==> src/rtl/cpu_pkg.sv <==
// Shared definitions for the multicycle MIPS core: PCSrc encodings,
// instruction field bit positions and the default reset PC.
package cpu_pkg;

    typedef enum logic [1:0] {
        PCSRC_ALU    = 2'b00,
        PCSRC_ALUOUT = 2'b01,
        PCSRC_JUMP   = 2'b10,
        PCSRC_HOLD   = 2'b11
    } pc_src_e;

    localparam int OP_MSB    = 31;
    localparam int OP_LSB    = 26;
    localparam int RS_MSB    = 25;
    localparam int RS_LSB    = 21;
    localparam int RT_MSB    = 20;
    localparam int RT_LSB    = 16;
    localparam int RD_MSB    = 15;
    localparam int RD_LSB    = 11;
    localparam int SHAMT_MSB = 10;
    localparam int SHAMT_LSB = 6;
    localparam int FUNCT_MSB = 5;
    localparam int FUNCT_LSB = 0;
    localparam int IMM_MSB   = 15;
    localparam int IMM_LSB   = 0;
    localparam int JIDX_MSB  = 25;

    localparam logic [31:0] DEFAULT_RESET_PC = 32'h0000_0000;

endpackage

==> src/rtl/pc_next_sel.sv <==
// Next-PC multiplexer and PC write-enable / branch-decision logic for
// pc_ir_unit. Purely combinational.
module pc_next_sel
    import cpu_pkg::*;
(
    input  pc_src_e     pc_src_i,
    input  logic        pc_write_i,
    input  logic        branch_i,
    input  logic        branch_ctrl_i,
    input  logic        alu_zero_i,
    input  logic [31:0] alu_result_i,
    input  logic [31:0] alu_out_i,
    input  logic [31:0] pc_i,
    input  logic [25:0] jump_idx_i,
    output logic [31:0] pc_next_o,
    output logic        pc_en_o
);

    // BranchCtrl=0 is BEQ (take on zero), BranchCtrl=1 is BNE (take on non-zero).
    logic branch_taken;
    assign branch_taken = branch_i & (alu_zero_i ^ branch_ctrl_i);
    assign pc_en_o      = pc_write_i | branch_taken;

    // NOTE: assign a default before the case so no path leaves pc_next_o
    // unassigned; otherwise synthesis infers a latch.
    always_comb begin
        pc_next_o = pc_i;
        case (pc_src_i)
            PCSRC_ALU:    pc_next_o = alu_result_i;
            PCSRC_ALUOUT: pc_next_o = alu_out_i;
            PCSRC_JUMP:   pc_next_o = {pc_i[31:28], jump_idx_i, 2'b00};
            PCSRC_HOLD:   pc_next_o = pc_i;
            default:      pc_next_o = pc_i;
        endcase
    end

endmodule

==> src/rtl/pc_ir_unit.sv <==
// PC / IR / MDR / ALUOut register stage of the multicycle MIPS core.
// Optional misaligned-PC trap enabled by defining PC_ALIGN_CHECK_EN.
module pc_ir_unit
    import cpu_pkg::*;
#(
    parameter logic [31:0] RESET_PC = DEFAULT_RESET_PC
) (
    input  logic        clk_en,
    input  logic        rst,
    input  logic        PCWrite,
    input  logic        Branch,
    input  logic        BranchCtrl,
    input  logic        IRWrite,
    input  logic        IorD,
    input  logic [1:0]  PCSrc,
    input  logic [31:0] alu_result,
    input  logic        alu_zero,
    input  logic [31:0] mem_rdata,
    output logic [31:0] pc,
    output logic [31:0] mem_addr,
    output logic [31:0] instr,
    output logic [5:0]  op,
    output logic [5:0]  funct,
    output logic [4:0]  rs,
    output logic [4:0]  rt,
    output logic [4:0]  rd,
    output logic [4:0]  shamt,
    output logic [15:0] imm,
    output logic [31:0] mdr,
    output logic [31:0] alu_out,
    output logic [31:0] instr_count,
    output logic        pc_fault,
    output logic [31:0] fault_addr
);

    logic [31:0] pc_q, pc_d;
    logic [31:0] instr_q, instr_d;
    logic [31:0] mdr_q;
    logic [31:0] alu_out_q;
    logic [31:0] instr_count_q, instr_count_d;
    logic [31:0] pc_next;
    logic        pc_en;
    logic        pc_load;
    logic        ir_load;

    pc_next_sel u_pc_next_sel (
        .pc_src_i      (pc_src_e'(PCSrc)),
        .pc_write_i    (PCWrite),
        .branch_i      (Branch),
        .branch_ctrl_i (BranchCtrl),
        .alu_zero_i    (alu_zero),
        .alu_result_i  (alu_result),
        .alu_out_i     (alu_out_q),
        .pc_i          (pc_q),
        .jump_idx_i    (instr_q[JIDX_MSB:0]),
        .pc_next_o     (pc_next),
        .pc_en_o       (pc_en)
    );

`ifdef PC_ALIGN_CHECK_EN
    logic        pc_fault_q, pc_fault_d;
    logic [31:0] fault_addr_q, fault_addr_d;
    logic        misaligned;
    logic        fault_set;

    assign misaligned = pc_en & (pc_next[1:0] != 2'b00);
    assign fault_set  = misaligned & ~pc_fault_q;
    // The faulting edge itself already blocks the IR load.
    assign pc_load    = pc_en & ~misaligned & ~pc_fault_q;
    assign ir_load    = IRWrite & ~misaligned & ~pc_fault_q;

    always_comb begin
        pc_fault_d   = pc_fault_q;
        fault_addr_d = fault_addr_q;
        if (fault_set) begin
            pc_fault_d   = 1'b1;
            fault_addr_d = pc_next;
        end
    end

    always_ff @(posedge clk_en or posedge rst) begin
        if (rst) begin
            pc_fault_q   <= 1'b0;
            fault_addr_q <= 32'h0;
        end else begin
            pc_fault_q   <= pc_fault_d;
            fault_addr_q <= fault_addr_d;
        end
    end

    assign pc_fault   = pc_fault_q;
    assign fault_addr = fault_addr_q;
`else
    assign pc_load    = pc_en;
    assign ir_load    = IRWrite;
    assign pc_fault   = 1'b0;
    assign fault_addr = 32'h0;
`endif

    always_comb begin
        pc_d          = pc_q;
        instr_d       = instr_q;
        instr_count_d = instr_count_q;
        if (pc_load) begin
            pc_d = pc_next;
        end
        if (ir_load) begin
            instr_d       = mem_rdata;
            instr_count_d = instr_count_q + 32'd1;
        end
    end

    // NOTE: sequential state uses non-blocking assignments so every register
    // samples pre-edge values, independent of statement order.
    always_ff @(posedge clk_en or posedge rst) begin
        if (rst) begin
            pc_q          <= RESET_PC;
            instr_q       <= 32'h0;
            mdr_q         <= 32'h0;
            alu_out_q     <= 32'h0;
            instr_count_q <= 32'h0;
        end else begin
            pc_q          <= pc_d;
            instr_q       <= instr_d;
            mdr_q         <= mem_rdata;
            alu_out_q     <= alu_result;
            instr_count_q <= instr_count_d;
        end
    end

    assign pc          = pc_q;
    assign instr       = instr_q;
    assign mdr         = mdr_q;
    assign alu_out     = alu_out_q;
    assign instr_count = instr_count_q;
    assign mem_addr    = IorD ? alu_out_q : pc_q;

    assign op    = instr_q[OP_MSB:OP_LSB];
    assign rs    = instr_q[RS_MSB:RS_LSB];
    assign rt    = instr_q[RT_MSB:RT_LSB];
    assign rd    = instr_q[RD_MSB:RD_LSB];
    assign shamt = instr_q[SHAMT_MSB:SHAMT_LSB];
    assign funct = instr_q[FUNCT_MSB:FUNCT_LSB];
    assign imm   = instr_q[IMM_MSB:IMM_LSB];

endmodule

==> config.mk <==
export PLATFORM = sky130hd
export DESIGN_NAME = pc_ir_unit
export DESIGN_NICKNAME = d
export VERILOG_FILES = /design/src/rtl/cpu_pkg.sv /design/src/rtl/pc_next_sel.sv /design/src/rtl/pc_ir_unit.sv
export SDC_FILE = /design/constraint.sdc
export NUM_CORES = 1
export LEC_CHECK = 0
export ABC_AREA = 1
export CAP_MARGIN = 30
export CELL_PAD_IN_SITES_DETAIL_PLACEMENT = 1
export CELL_PAD_IN_SITES_GLOBAL_PLACEMENT = 1
export CORE_ASPECT_RATIO = 0.8
export CORE_UTILIZATION = 27
export DETAILED_ROUTE_END_ITERATION = 10
export GPL_ROUTABILITY_DRIVEN = 0
export PLACE_DENSITY_LB_ADDON = 0.15
export SYNTH_ARGS = -nofsm -noshare
export SYNTH_HDL_FRONTEND = slang
export SYNTH_SLANG_ARGS = --single-unit
==> constraint.sdc <==
create_clock -name clk_en -period 5.1 [get_ports clk_en]
set_input_delay 0.765 -clock clk_en [delete_from_list [all_inputs] [get_ports clk_en]]
set_output_delay 0.765 -clock clk_en [all_outputs]
set_load 0.1 [all_outputs]
After elaboration in Yosys (flattened, before gate mapping) --
Cells that the tools add are included.
Word-level totals: register bits 160, output and inout port bits 273, word-level logic and storage cells 20
Cells by class: $add $sub $neg 1, equality and inequality tests 3, muxes and demuxes 2, bitwise gates (word level) 5, reductions and logical operators 3
Operators by type and width (count):
- $pmux 32 s3 | 1
- $add 32x1->32 const B | 1
- $mux 32 | 1
- $eq 2x2->1 const B | 2
- $reduce_and 3->1 | 1
- $eq 2x1->1 const B | 1
- $logic_not 2->1 | 1
- $not 1->1 | 2
- $reduce_and 2->1 | 1
- $and 1x1->1 | 1
- $or 1x1->1 | 1
- $xor 1x1->1 | 1

Logic depth before layout (Yosys ltp) --
Gate-level depths: netlist (run 1).
word-level depth 4, mapped depth 9

By module --
From an unflattened synthesis (run 1), not the netlist that was laid out.
Second synthesis, totals: cells, all modules 896, area total of the unflattened synthesis 7624.8 um^2
Modules (own cells, without submodules):
- pc_ir_unit | instances 1, cells each 711, area an instance 6668.9 um^2
- pc_next_sel | instances 1, cells each 185, area an instance 955.9 um^2

Worst setup path after synthesis (run 1) --
OpenSTA, ideal clock, no wires.
kind input port to output port, from input IorD, to output mem_addr[26], data arrival time 3.220 ns, data required time 4.335 ns, path slack 1.115 ns, stages on the path 3, path buffers 2, cell sequence clkbuf_1 > clkbuf_1 > o21ai_0
Between the ends: word-level cells in the longest chain between the ends 1
Ends and longest elaborated chain:
- start: declaration | line pc_ir_unit.sv:14 | input logic IorD,
- $mux 32 | line pc_ir_unit.sv:136 | assign mem_addr = IorD ? alu_out_q : pc_q;
- end: declaration | line pc_ir_unit.sv:20 | output logic [31:0] mem_addr,
Every way passes these cells.

Final worst setup path (run 1) --
from input IorD, to output mem_addr[3]
The elaborated chain is that of the path after synthesis.

==> results of run 1 <==
## synthesized netlist by cell type, drive strengths merged
| library cell | instances | area share |
|---|---|---|
| nand2 | 249 | 0.13 |
| dfrtp | 160 | 0.54 |
| buf | 96 | 0.095 |
| inv | 91 | 0.046 |
| o21ai | 86 | 0.058 |
| nor2 | 49 | 0.036 |
| o211ai | 26 | 0.026 |
| clkbuf | 15 | 0.0076 |
| xor2 | 15 | 0.018 |
| nand3 | 11 | 0.0087 |
| nand3b | 9 | 0.0091 |
| a22oi | 4 | 0.0040 |
| ha | 4 | 0.0067 |
| mux2 | 4 | 0.0060 |
| xnor2 | 4 | 0.0047 |
| a22o | 2 | 0.0024 |
| and2 | 2 | 0.0017 |
| nand4 | 2 | 0.0017 |
| conb | 1 | 0.00050 |
| o21bai | 1 | 0.0015 |
## per-layer routing
| metal | share of wire | track usage | wire length, um | up-vias |
|---|---|---|---|---|
| li1 | - | - | - | 3034 |
| met3 | 0.063 | 0.05245 | 1619 | 16 |
| met2 | 0.47 | 0.3044 | 12060 | 205 |
| met5 | 0 | 0 | 0 | - |
| met4 | 0.0080 | 0.04350 | 204 | 0 |
| met1 | 0.46 | 0.2419 | 11740 | 3041 |
## sequential cells by signal (all words and copies together) (netlist names)
register and flops:
alu_out 32, mdr 32, instr 32, pc 32, instr_count 32
## kinds of logic after synthesis
| kind of cell | Yosys count |
|---|---|
| buf+inv | 202 |
| mux | 4 |
| flops | 160 |
| compound gates | 119 |
| simple gates | 322 |
| fa+ha+maj | 4 |
| xor+xnor | 19 |
| other cells | 1 |
## where the power goes
| group | internal (W) | total (W) | leakage (nW) | switching [W] |
|---|---|---|---|---|
| Combinational | 0.000527 | 0.00233 | 2.85 | 0.00181 |
| Clock | 0.000908 | 0.00145 | 0.316 | 0.000538 |
| Sequential | 0.00139 | 0.00150 | 1.94 | 0.000112 |
| Total | 0.00282 | 0.00528 | 5.12 | 0.00246 |
## layout make-up
type                       instances  area, sq um  share of cell area
clock buffer                      22        474.2             0.04138
timing repair buffer             331         3528              0.3079
multi-input combinational        501         2470              0.2155
tap                              364        455.4             0.03975
inverter                          91        346.6             0.03025
sequential                       160         4004              0.3494
clock inverter                     9        180.2             0.01572
## placed cells by master, fill, tap and decap left out, types with 17 or more instances in the layout
cell type and n:
dfrtp_1 160, nor2_1 37, conb_1 33, clkdlybuf4s50_1 305, o21ai_1 18, inv_1 89, nand2_1 242, o211ai_1 26
o21ai_0 68, clkbuf_16 17
## per-stage QoR
| step | hold slack, ns | total power, W | cell area [sq um] | instances |
|---|---|---|---|---|
| after CTS | 0.5222 | 0.005289 | 11380 | 1475 |
| final | 0.5102 | 0.005275 | 11460 | 1478 |
| after detailed placement | 0.4951 | 0.003810 | 10720 | 1444 |
| after global routing | 0.5554 | 0.005466 | 11460 | 1478 |
| after global placement | 0.4910 | 0.003738 | 10430 | 1433 |
| after floorplan | 0.7964 | 0.003260 | 7575 | 863 |
## worst min path at each step
stage                  start         end
2_1_floorplan  alu_result[0]  alu_out[0]
3_3_place_gp       instr[27]   instr[27]
3_5_place_dp       instr[26]   instr[26]
4_1_cts            instr[31]   instr[31]
5_1_grt            instr[26]   instr[26]
6_report           instr[27]   instr[27]
## worst max-delay path, delay by kind of cell
family / cells / cell delay (ns)
buffers and inverters: 3 / 1.75
and+or+nand+nor: 1 / 0.09
AOI/OAI and AO/OA: 1 / 0.07
==> reports/metrics.cfg, run 1 <==
[status]
status=complete, no violations

[clocking]
ctsHoldBuffers=0
cts_resized=0
post_cts_buffers=0
cts_buffer_depth=2
tritoncts=built
cts.clk_slew.worst_paths_ns=0.06
clkLatencyLatePin_ns=0.43
numClockSinks=160
htreeDepth=4
root_buffer=clkbuf_16
cts_made_buffers=17

[layout]
diodes=0
fill_cells=3113
area_growth_pct=53.71
final_core_utilization=0.4208
drive_gt1_frac=0.07630
nNetsFinal=1180

[route]
drc=0
detail_route.vias_per_cell=4.260
wl_per_cell_um=17.34
drtIter0Drc=239
first_pass_iters=4
wl_mm=25.63
vias=6296
ant_nets=0

[timing]
slew_headroom=0.2991
setup_ws_ns=1.627
finalHoldViolCount=0
rsz0062_at_grt=false
min_period_ns=3.473
max_clock_freq_mhz=287.9
fin_setup_tns_ns=0
setup_viol=0
clock_skew_ns=0.007129
worstMarginPinSlew_ns=1.048
period_share=0.6810
slew_viol_final=0

[floorplanning]
coreArea_sq_um=27230
ios=347
num_rows=54
start_util=0.2738
die_h_um=150.6
die_area_sq_um=28280
die_w_um=187.8

[logic_synthesis]
ys_seq_area_frac=0.5371
synth_compound_area_frac=0.09181
synth_cells=831
syn_area_per_cell_sq_um=8.971
synth-xor-area-share=0.02232
netlist_area_sq_um=7455
yosys.area_share.simple=0.1873
synth_top_family_by_area=simple AND/OR/NAND/NOR gates
yosysWarnings=0
ys_types=30
ys_seq_elements=160
yosys.area_share.adder=0.006714
synth_mux_area_frac=0.006042

[worst_setup_path]
arrival_ns=2.71
crit_type=input pin to output pin
required_ns=4.34
critPathLaunch=IorD
crit_path_max_incr_delay_ns=1.19
r2r-end=instr_count[30]
endpoint_kind=output pin
cp_cell_sequence=buf_2 -> buf_4 -> nand2_1 -> o21ai_0 -> clkdlybuf4s50_1
r2r-start=instr_count[0]
r2r_setup_slack_ns=3.43
r2r_cells=8
crit_slowest_cell=clkdlybuf4s50_1
crit_path_end=mem_addr[3]
cp-start-kind=input pin
path_max_fanout=28

[global_route]
grt_pass1_vias=6635
grt_use_total=0.1855
grt_overflow=0
grt_pass1_wl_mm=39.41
grt_max_degree=95
antenna_found_initial=0

[hold_path]
hold_path_class=flip-flop to flip-flop
hold_depth=2

[placed_design]
dp_slack_ns=1.569
port_buffers=313
dp_hpwl_mm=18.86

[power]
pwr_density_cell_nw_per_um2=460.4
leakagePower_nw=5.116
ir_worst_vdd_mv=0.3590

[run]
cap_viol_max_count=0

Power figures use the tool's default switching activity.
==> run 2, diff against run 1 <==
Settings changed: CORE_UTILIZATION 27 to 30.
Clock period 5.1 ns to 3.2 ns, I/O delays scaled along.
==> reports/metrics.cfg, run 2 (synthesis gave the netlist of run 1 again) <==
[timing]
slew_viol_final=0
period_share=0.7681
clock_skew_ns=0.008600
max_clock_freq_mhz=406.9
finalHoldViolCount=0
setup_viol=0
whs_ns=0.4471
min_period_ns=2.458
setup_ws_ns=0.7422
slew_headroom=0.3194
fin_setup_tns_ns=0
worstMarginPinSlew_ns=1.018
rsz0062_at_grt=false

[clocking]
cts_made_buffers=17
numClockSinks=160
ctsHoldBuffers=0
post_cts_buffers=0
cts.clk_slew.worst_paths_ns=0.06
tritoncts=built
cts_resized=0
htreeDepth=4
cts_buffer_depth=2
root_buffer=clkbuf_16
clkLatencyLatePin_ns=0.42

[layout]
area_growth_pct=42.88
nNetsFinal=1177
layout_commonest_cell=nand2_1
fin_cells=1431
final_core_utilization=0.4370
layout_common_cells=nand2_1 (242), buf_4 (200), dfrtp_1 (160), clkdlybuf4s50_1 (120), inv_1 (89)
drive_gt1_frac=0.2410
fill_cells=2887

[worst_setup_path]
critical-path-top-delay-family=buffers and inverters
arrival_ns=1.98
endpoint_kind=output pin
critical_path_buf_inv_count=1
critPathLaunch=instr[25]
path_max_fanout=3
crit_path_max_incr_delay_ns=1.16
cp_cell_sequence=clkdlybuf4s50_1
crit_type=flip-flop to output pin
cp-start-kind=flip-flop
required_ns=2.72
crit_slowest_cell=clkdlybuf4s50_1
r2r-start=instr_count[0]

[route]
detail_route.vias_per_cell=4.422
dr.max_layer_used=met4
vias=6328
dr_wl_met2_mm=11.32
wl_per_cell_um=17.34
wl_met1_mm=11.14
drtIter0Drc=234
ant_nets=0
wl_mm=24.81
wl_met3_mm=1.809
drc=0
first_pass_iters=5

[power]
ir_worst_vdd_mv=0.3590
pwr_density_cell_nw_per_um2=746.1
leakagePower_nw=5.205

[floorplanning]
ios=347
coreArea_sq_um=24380
start_util=0.3058
die_w_um=178.2
die_area_sq_um=25490
num_rows=51
die_h_um=143.0

[global_route]
grt_use_total=0.2011
grt_overflow=0
grt_pass1_wl_mm=38.16
antenna_found_initial=1
grt_pass1_vias=6470
grt_max_degree=57

[placed_design]
dp.cells=1398
dp_hpwl_mm=19.14
port_buffers=313
dp_slack_ns=0.6104

[status]
status=complete, no violations

[hold_path]
hp-start=IRWrite
hold_path_class=input pin to flip-flop

[run]
cap_viol_max_count=0

run 2: metrics by stage:
step / area (sq um) / power [W]
3_3_place_gp: 10050 / 0.005890
6_report: 10650 / 0.007947
3_5_place_dp: 10050 / 0.005916
5_1_grt: 10650 / 0.008269
4_1_cts: 10650 / 0.008060
2_1_floorplan: 7579 / 0.005205
run 2: final cells by class:
cell class              instances  area (sq um)  area share
clock inverters                12         152.6     0.01433
flip-flops and latches        160          4004      0.3759
multi-input cells             501          2470      0.2319
inverters                      91         345.3     0.03242
repair buffers                328          2833      0.2659
clock buffers                  20         446.7     0.04194
diodes                          1         2.502   0.0002349
well taps                     318         397.9     0.03735
run 2: per-layer routing:
metal | GRT usage | up-vias
met5 | 0 | -
met2 | 0.3197 | 237
li1 | - | 3026
met3 | 0.05538 | 26
met4 | 0.06200 | 0
met1 | 0.2656 | 3039
run 2: final timing paths:
kind	cells after the start	endpoint	slack, ns
setup / recovery	1	instr[25]	0.74
hold / removal	3	instr[3]	0.45
setup reg to reg	8	instr_count[28]	1.56
hold reg to reg	2	instr[31]	0.51
max in group asynchronous	3	instr[7]	1.93
min in group asynchronous	2	mdr[10]	0.56
run 2: power breakdown:
group,switching [W],leakage (nW),internal (W)
clock network,0.000899,0.287,0.00120
logic,0.00285,2.97,0.000627
registers,0.000166,1.94,0.00221
total,0.00392,5.20,0.00403
==> run 3, diff against run 2 <==
Clock period 3.2 ns to 2.3 ns, I/O delays scaled along.
==> reports/metrics.cfg, run 3 (synthesis gave the netlist of run 1 again) <==
[route]
drtIter0Drc=175
drc=0
detail_route.vias_per_cell=4.441
first_pass_iters=4
wl_per_cell_um=17.42
wl_mm=24.95
ant_nets=0
vias=6360

[power]
swShare=0.4978
p_switching_w=0.005595
ir_worst_vdd_mv=0.6885
pwr-share-clk=0.253
power.internal_w=0.005645
p_comb_frac=0.451
pwr_density_cell_nw_per_um2=1018
pwr-share-seq=0.296
leakagePower_nw=5.438

[clocking]
ctsHoldBuffers=0
cts_resized=0
cts_made_buffers=17
post_cts_buffers=0
htreeDepth=4
tritoncts=built
root_buffer=clkbuf_16
cts.clk_slew.worst_paths_ns=0.07
numClockSinks=160
cts_buffer_depth=2
clkLatencyLatePin_ns=0.42

[worst_setup_path]
r2r-start=instr_count[0]
path_max_fanout=21
crit_type=input pin to flip-flop
crit_top_cell=inv_1
cp-start-kind=input pin
crit_slowest_cell=clkdlybuf4s50_1
crit_path_max_incr_delay_ns=0.56
critical_path_buf_inv_count=4
arrival_ns=2.11
critical-path-top-delay-family=buffers and inverters
critPathLaunch=PCSrc[0]
required_ns=2.64
r2r_setup_slack_ns=0.66
endpoint_kind=flip-flop
cp_cell_sequence=clkdlybuf4s50_1 -> inv_1 -> ha_1 -> inv_1 -> nand2_2 -> buf_12 -> o211ai_1 -> nand2_1 -> o21ai_0

[timing]
setup_viol=0
slew_viol_final=0
slew_headroom=0.6517
rsz0062_at_grt=false
period_share=0.7699
worstMarginPinSlew_ns=0.5224
min_period_ns=1.771
max_clock_freq_mhz=564.7
clock_skew_ns=0.009079
finalHoldViolCount=0

[floorplanning]
coreArea_sq_um=24380
die_h_um=143.0
start_util=0.3058
num_rows=51
ios=347
die_area_sq_um=25490
die_w_um=178.2

[layout]
area_growth_pct=48.07
nNetsFinal=1179
final_core_utilization=0.4528
postLayoutCellArea_sq_um=11040
drive_gt1_frac=0.3115
diodes=0
layout_common_cells=nand2_1 (242), buf_4 (219), dfrtp_1 (160), inv_1 (89), clkdlybuf4s50_1 (71)
layout_commonest_cell=nand2_1

[hold_path]
hold_path_class=input pin to asynchronous set/reset pin

[global_route]
grt_pass1_wl_mm=38.58
grt_use_total=0.2011
antenna_found_initial=0
grt_max_degree=70
grt_overflow=0
grt_pass1_vias=6612

[placed_design]
port_buffers=313
dp_hpwl_mm=19.23
place_area_sq_um=10460

[run]
cap_viol_max_count=0

[status]
status=complete, no violations

==> run 3: worst paths after layout <==
path | endpoint | cells past startpoint
min in group clk_en | alu_out[17] | 1
worst min-delay path | mdr[11] | 2
worst min register to register | pc[28] | 2
worst max register to register | instr_count[14] | 7
max in group asynchronous | instr[28] | 4
worst max-delay path | pc[19] | 9
==> run 3: worst register-to-register path, cell delays in order (launching register included) <==
cell	delay (ns)
dfrtp_1	0.49
ha_1	0.22
nand2_1	0.12
nor2_4	0.24
nand2_4	0.12
nor2_8	0.15
nand2_2	0.06
xor2_1	0.14
==> run 3: per-layer routing <==
metal  track usage  wire (um)
met4       0.04951        235
met2        0.3293      11810
met3       0.05245       1631
met1        0.2642      11280
met5             0          0
==> run 3: final cells by class <==
class                   instances  area, sq um
clock inverters                14        148.9
fillers                      2804        13340
repair buffers                330         3141
flip-flops and latches        160         4004
clock buffers                  18        429.2
inverters                      91        345.3
multi-input cells             501         2572
well taps                     318        397.9
==> run 3: power groups by stage <==
stage                     Sequential (W)  Clock, W  Combinational, W
after floorplan                  0.00521         0           0.00207
after global placement           0.00336         0           0.00507
after detailed placement         0.00337         0           0.00510
after CTS                        0.00333   0.00293           0.00511
after global routing             0.00336   0.00303           0.00525
final                            0.00332   0.00285           0.00507
==> run 3: through the flow <==
step	total power (W)	hold WS (ns)	cells	TNS (ns)	worst slack (ns)
5_1_grt	0.01164	0.2438	1432	0	0.4253
3_3_place_gp	0.008435	0.4960	1400	0	0.1726
3_5_place_dp	0.008473	0.5019	1400	0	0.06298
6_report	0.01124	0.2406	1432	0	0.5293
4_1_cts	0.01137	0.2331	1432	0	0.5215
2_1_floorplan	0.007279	0.3764	863	-11.81	-0.07384
